## src/rtl/reg_writeback_unit_pkg.sv

```systemverilog
// Shared encodings for the writeback stage: result selects, load types and FSM states.
package reg_writeback_unit_pkg;

   localparam logic [2:0] WB_X   = 3'd0;
   localparam logic [2:0] WB_ALU = 3'd1;
   localparam logic [2:0] WB_MEM = 3'd2;
   localparam logic [2:0] WB_PC  = 3'd3;
   localparam logic [2:0] WB_CSR = 3'd4;

   localparam logic [2:0] F3_LB  = 3'b000;
   localparam logic [2:0] F3_LH  = 3'b001;
   localparam logic [2:0] F3_LW  = 3'b010;
   localparam logic [2:0] F3_LBU = 3'b100;
   localparam logic [2:0] F3_LHU = 3'b101;

   typedef enum logic [1:0] {
      ST_IDLE     = 2'd0,
      ST_WAIT_MEM = 2'd1,
      ST_COMMIT   = 2'd2
   } wb_state_t;

   // Result for every non-load select; unknown selects write zero.
   function automatic logic [31:0] select_value(input logic [2:0]  sel,
                                                input logic [31:0] alu,
                                                input logic [31:0] pc,
                                                input logic [31:0] csr);
      logic [31:0] v;
      case (sel)
         WB_ALU:  v = alu;
         WB_PC:   v = pc + 32'd4;
         WB_CSR:  v = csr;
         default: v = 32'd0;
      endcase
      return v;
   endfunction

endpackage

```

## src/rtl/reg_writeback_unit_load_extend.sv

```systemverilog
// Load data alignment and sign/zero extension, plus the misalignment check for the load type.
module load_extend
   import reg_writeback_unit_pkg::*;
(
   input  logic [2:0]  funct3,
   input  logic [1:0]  off,
   input  logic [31:0] rdata,
   output logic [31:0] value,
   output logic        misaligned
);

   logic [7:0]  byte_sel;
   logic [15:0] half_sel;

   assign byte_sel = rdata[{off, 3'b000} +: 8];
   assign half_sel = off[1] ? rdata[31:16] : rdata[15:0];

   always_comb begin
      value      = 32'd0;
      misaligned = 1'b0;
      case (funct3)
         F3_LB:  value = {{24{byte_sel[7]}}, byte_sel};
         F3_LH: begin
            value      = {{16{half_sel[15]}}, half_sel};
            misaligned = off[0];
         end
         F3_LW: begin
            value      = rdata;
            misaligned = (off != 2'b00);
         end
         F3_LBU: value = {24'd0, byte_sel};
         F3_LHU: begin
            value      = {16'd0, half_sel};
            misaligned = off[0];
         end
         default: value = 32'd0;
      endcase
   end

endmodule

```

## src/rtl/reg_writeback_unit.sv

```systemverilog
// Writeback stage: accepts one retiring instruction per handshake and drives a single
// registered register-file write pulse per instruction (or an error pulse for bad loads).
module reg_writeback_unit
   import reg_writeback_unit_pkg::*;
#(
   parameter int MEM_TIMEOUT = 16
) (
   input  logic        clk,
   input  logic        reset,
   input  logic        in_valid,
   output logic        in_ready,
   input  logic        rf_wen,
   input  logic [4:0]  rd_addr,
   input  logic [2:0]  wb_sel,
   input  logic [31:0] alu_out,
   input  logic [31:0] pc,
   input  logic [31:0] csr_rdata,
   input  logic [2:0]  mem_funct3,
   input  logic        mem_rvalid,
   input  logic [31:0] mem_rdata,
   output logic        write_en,
   output logic [4:0]  write_addr,
   output logic [31:0] write_value,
   output logic        wb_err
);

   localparam int CTR_W = (MEM_TIMEOUT > 2) ? $clog2(MEM_TIMEOUT) : 1;
   localparam logic [CTR_W-1:0] CTR_LIMIT = CTR_W'(MEM_TIMEOUT - 1);

   wb_state_t   state_reg, state_next;
   logic [CTR_W-1:0] ctr_reg, ctr_next;
   logic        write_en_reg, write_en_next;
   logic [4:0]  write_addr_reg, write_addr_next;
   logic [31:0] write_value_reg, write_value_next;
   logic        wb_err_reg, wb_err_next;

   // Fields a pending load still needs once it leaves the input bus.
   logic        rf_wen_reg;
   logic [4:0]  rd_reg;
   logic [2:0]  funct3_reg;
   logic [1:0]  off_reg;

   logic        accept;
   logic [31:0] load_value;
   logic        load_misaligned;

   assign in_ready = (state_reg != ST_WAIT_MEM);
   assign accept   = in_valid & in_ready;

   load_extend u_load_extend (
      .funct3     (funct3_reg),
      .off        (off_reg),
      .rdata      (mem_rdata),
      .value      (load_value),
      .misaligned (load_misaligned)
   );

   always_ff @(posedge clk) begin
      if (reset) begin
         state_reg       <= ST_IDLE;
         ctr_reg         <= '0;
         write_en_reg    <= 1'b0;
         write_addr_reg  <= 5'd0;
         write_value_reg <= 32'd0;
         wb_err_reg      <= 1'b0;
         rf_wen_reg      <= 1'b0;
         rd_reg          <= 5'd0;
         funct3_reg      <= 3'd0;
         off_reg         <= 2'd0;
      end else begin
         state_reg       <= state_next;
         ctr_reg         <= ctr_next;
         write_en_reg    <= write_en_next;
         write_addr_reg  <= write_addr_next;
         write_value_reg <= write_value_next;
         wb_err_reg      <= wb_err_next;
         if (accept) begin
            rf_wen_reg <= rf_wen;
            rd_reg     <= rd_addr;
            funct3_reg <= mem_funct3;
            off_reg    <= alu_out[1:0];
         end
      end
   end

   always_comb begin
      state_next       = state_reg;
      ctr_next         = ctr_reg;
      write_en_next    = 1'b0;
      write_addr_next  = write_addr_reg;
      write_value_next = write_value_reg;
      wb_err_next      = 1'b0;
      case (state_reg)
         ST_WAIT_MEM: begin
            // Data arriving on the timeout cycle still commits.
            if (mem_rvalid) begin
               if (load_misaligned) begin
                  wb_err_next = 1'b1;
                  state_next  = ST_IDLE;
               end else begin
                  state_next = ST_COMMIT;
                  if (rf_wen_reg && (rd_reg != 5'd0)) begin
                     write_en_next    = 1'b1;
                     write_addr_next  = rd_reg;
                     write_value_next = load_value;
                  end
               end
            end else if (ctr_reg == CTR_LIMIT) begin
               wb_err_next = 1'b1;
               state_next  = ST_IDLE;
            end else begin
               ctr_next = ctr_reg + 1'b1;
            end
         end
         default: begin
            state_next = ST_IDLE;
            if (accept) begin
               if (wb_sel == WB_MEM) begin
                  state_next = ST_WAIT_MEM;
                  ctr_next   = '0;
               end else begin
                  state_next = ST_COMMIT;
                  if (rf_wen && (rd_addr != 5'd0)) begin
                     write_en_next    = 1'b1;
                     write_addr_next  = rd_addr;
                     write_value_next = select_value(wb_sel, alu_out, pc, csr_rdata);
                  end
               end
            end
         end
      endcase
   end

   assign write_en    = write_en_reg;
   assign write_addr  = write_addr_reg;
   assign write_value = write_value_reg;
   assign wb_err      = wb_err_reg;

endmodule

```

## config.mk

```make
export PLATFORM = sky130hd
export DESIGN_NAME = reg_writeback_unit
export DESIGN_NICKNAME = d
export VERILOG_FILES = /design/src/rtl/reg_writeback_unit_pkg.sv /design/src/rtl/reg_writeback_unit_load_extend.sv /design/src/rtl/reg_writeback_unit.sv
export SDC_FILE = /design/constraint.sdc
export NUM_CORES = 1
export LEC_CHECK = 0
export BUFFER_PORTS_ARGS = -buffer_cell sky130_fd_sc_hd__buf_2
export CAP_MARGIN = 20
export CORE_UTILIZATION = 35
export DETAILED_ROUTE_END_ITERATION = 8
export GPL_TIMING_DRIVEN = 0
export PLACE_DENSITY = 0.69
export SYNTH_ARGS = -nofsm -noshare
export SYNTH_HDL_FRONTEND = slang
export SYNTH_SLANG_ARGS = --single-unit
export TNS_END_PERCENT = 20
```

## constraint.sdc

```tcl
create_clock -name clk -period 2.75 [get_ports clk]
set_input_delay 0.275 -clock clk [delete_from_list [all_inputs] [get_ports clk]]
set_output_delay 0.275 -clock clk [all_outputs]
set_load 0.1 [all_outputs]
```

==> reports/metrics.yaml <==
routedWlPerCell_um: 18.85
clk_latency_ns: 0.30
dpl-instance-area_um2: 5154
maxCapViolations: 0
drive_gt1_share_pct: 27.02
worstSetupStartpointType: "flip-flop"
ys.warnings.count: 0
critical_path_class: "flip-flop to primary output"
synth_fp_nets: 712
drv_slew: 0
grt_pass1_vias: 4653
synth_commonest_cells: "nor2_1 (78), nand2_1 (77), dfxtp_1 (56)"
fin_setup_tns_ns: 0
rrSetupSlack_ns: 0.25
cp.arrival_ns: 2.29
core_area_um2: 11370
dp_hpwl_mm: 13.64
clock_path_buffers: 2
skew_ns: 0.004106
finish.utilization_pct: 46.68
vias: 5297
end_kind: "primary output"
synth_area_leaders: "dfxtp_1 (28%), nor2_1 (7.2%), nand2_1 (7.1%), a311oi_1 (5.8%), a21oi_1 (4.9%)"
final_area_um2: 5308
drt_iter0_drc: 463
synth_edf_count: 0
async_reset_ff_share_pct: 0
yosysUniqueCellTypes: 61
ys_ff_latch: 56
dr.pass1.iters: 5
synth_top_area_share_pct: 27.55
viasPerCell: 5.892
die_area_um2: 12060
vdd_drop_max_uv: 296.0
syn_to_final_growth_pct: 30.44
cts.sinks: 56
timing.fmax_mhz: 390.0
fp-row-count: 39
drc_errors: 0
worst-endpoint-required_ns: 2.48
htree_levels: 2
chipHeight_um: 109.8
hold_viol: 0
ys_seq_area_share_pct: 27.55
numCtsBuffers: 5
hold_buffers: 0
grt_max_degree: 19
leakagePower_nw: 2.184
syn-cell-area_um2: 4069
worst_pin_slew_ns: 1.116
port_buffers: 181
grt_pass1_wl_mm: 24.75
wl_mm: 16.95
hp-class: "input port to flip-flop"
fin_crit_ns: 2.564
status: "finished, final reports clean"
yosys.area.top_type: "dfxtp_1"
synthCells: 566
holdPathStages: 3
p_total_mw: 2.385
setup_viol: 0
initial_utilization_pct: 35.79
ys.flop_type: "dfxtp_1"
largest_reg_flops: 32
gp_congestion: 0.9478
synth_most_common_cell: "nor2_1"
antenna_found_initial: 0
avgSynthCellArea_um2: 7.189
rsz0062_at_grt: "false"
ios: 184
nets: 900
grt-ovfl-total: 0
die_w_um: 109.8
ff2ff_path_depth: 7
cts_tree: "built"
power_density_nw_per_um2: 449.4
path_clk_slew_ns: 0.07
drtAntennaViolNets: 0
post_cts_buffers: 0
grt_util_all_layers_pct: 27.62
hold-worst-slack_ns: 0.2206
worstPathMaxFanout: 10
maxSlewHeadroom_pct: 25.41
cts_root_buffer: "clkbuf_16"
post-route-period-util_pct: 93.25
area by class of cell:
type / count / area, um^2
Fill cell: 1174 / 6062
Multi-Input combinational cell: 453 / 2725
Sequential cell: 56 / 1121
Timing Repair Buffer: 181 / 908.4
Tap cell: 143 / 178.9
Buffer: 44 / 176.4
Clock buffer: 5 / 125.1
Inverter: 13 / 48.80
Clock inverter: 3 / 21.27
Antenna cell: 1 / 2.502
worst paths after layout:
kind | start | endpoint
min reg2reg | rf_wen_reg | rf_wen_reg
min | mem_funct3[1] | funct3_reg[1]
max reg2reg | state_reg[0] | write_value[18]
max | state_reg[0] | in_ready
logic make-up after synthesis:
logic type               after synthesis  synth area share [%]
AND/OR/NAND/NOR                      240                 28.04
AO/OA/AOI/OAI                        188                 32.32
buffers and inverters                 57                 5.504
flip-flops                            56                 27.55
XOR/XNOR                              14                 3.014
multiplexers                           9                 2.952
adder cells (fa/ha/maj)                2                0.6149
cells in the final DEF (no fill, tap or decap), types with 3 or more instances in the layout:
cell | netlist | layout
a2111oi_0 | 4 | 3
a211oi_1 | 7 | 7
a21oi_1 | 40 | 40
a22o_1 | 12 | 12
a22oi_1 | 17 | 17
a311oi_1 | 27 | 27
a31oi_1 | 10 | 10
and2_1 | 7 | 7
and3_1 | 4 | 4
and4_1 | 8 | 8
buf_1 | 6 | 5
buf_2 | 2 | 182
clkbuf_1 | 35 | 35
clkbuf_16 | 0 | 5
dfxtp_1 | 56 | 56
inv_1 | 13 | 13
mux2_2 | 4 | 4
mux2i_1 | 3 | 3
nand2_1 | 77 | 77
nand2b_1 | 5 | 5
nand3_1 | 10 | 10
nand4_1 | 7 | 7
nor2_1 | 78 | 78
nor2b_1 | 4 | 4
nor3_1 | 7 | 7
nor3b_1 | 4 | 4
nor4_1 | 14 | 14
o211ai_1 | 3 | 3
o21ai_0 | 32 | 32
o2bb2ai_1 | 5 | 5
o31a_1 | 7 | 7
o32ai_1 | 3 | 3
or4_1 | 3 | 3
xnor2_1 | 8 | 8
xor2_1 | 6 | 6
worst max-delay path: stages, from the launching register on:
cell	delay, ns
dfxtp_1	0.32
nor2b_1	0.47
inv_1	0.30
clkbuf_1	0.29
clkbuf_2	0.30
buf_4	0.30
layer usage:
| layer | up-vias | global-route usage (%) | share of wire [%] |
|---|---|---|---|
| met5 | - | 0 | 0 |
| met1 | 2395 | 36.13 | 41 |
| met3 | 61 | 4.446 | 10 |
| li1 | 2498 | - | - |
| met4 | 0 | 16.00 | 5.8 |
| met2 | 343 | 42.72 | 43 |
timing repair:
| action | CTS | global route |
|---|---|---|
| gates resized for setup | 1 | 2 |
| endpoints found under the setup margin | 1 | 10 |
| hold endpoints to repair | 0 | 0 |
power breakdown:
group | leakage (nW) | internal [mW] | switching (mW) | total [mW]
Sequential | 0.460 | 0.860 | 0.0348 | 0.895
Combinational | 1.65 | 0.236 | 0.603 | 0.838
Clock | 0.0702 | 0.340 | 0.312 | 0.653
per-stage QoR:
| stage | cells | setup WS, ns |
|---|---|---|
| global placement | 890 | 0.2429 |
| finish | 899 | 0.1858 |
| CTS | 898 | 0.1156 |
| global route | 898 | 0.07577 |
| floorplan | 566 | 0.3979 |
| detailed placement | 890 | 0.2024 |
(Power assumes the default switching activity.)
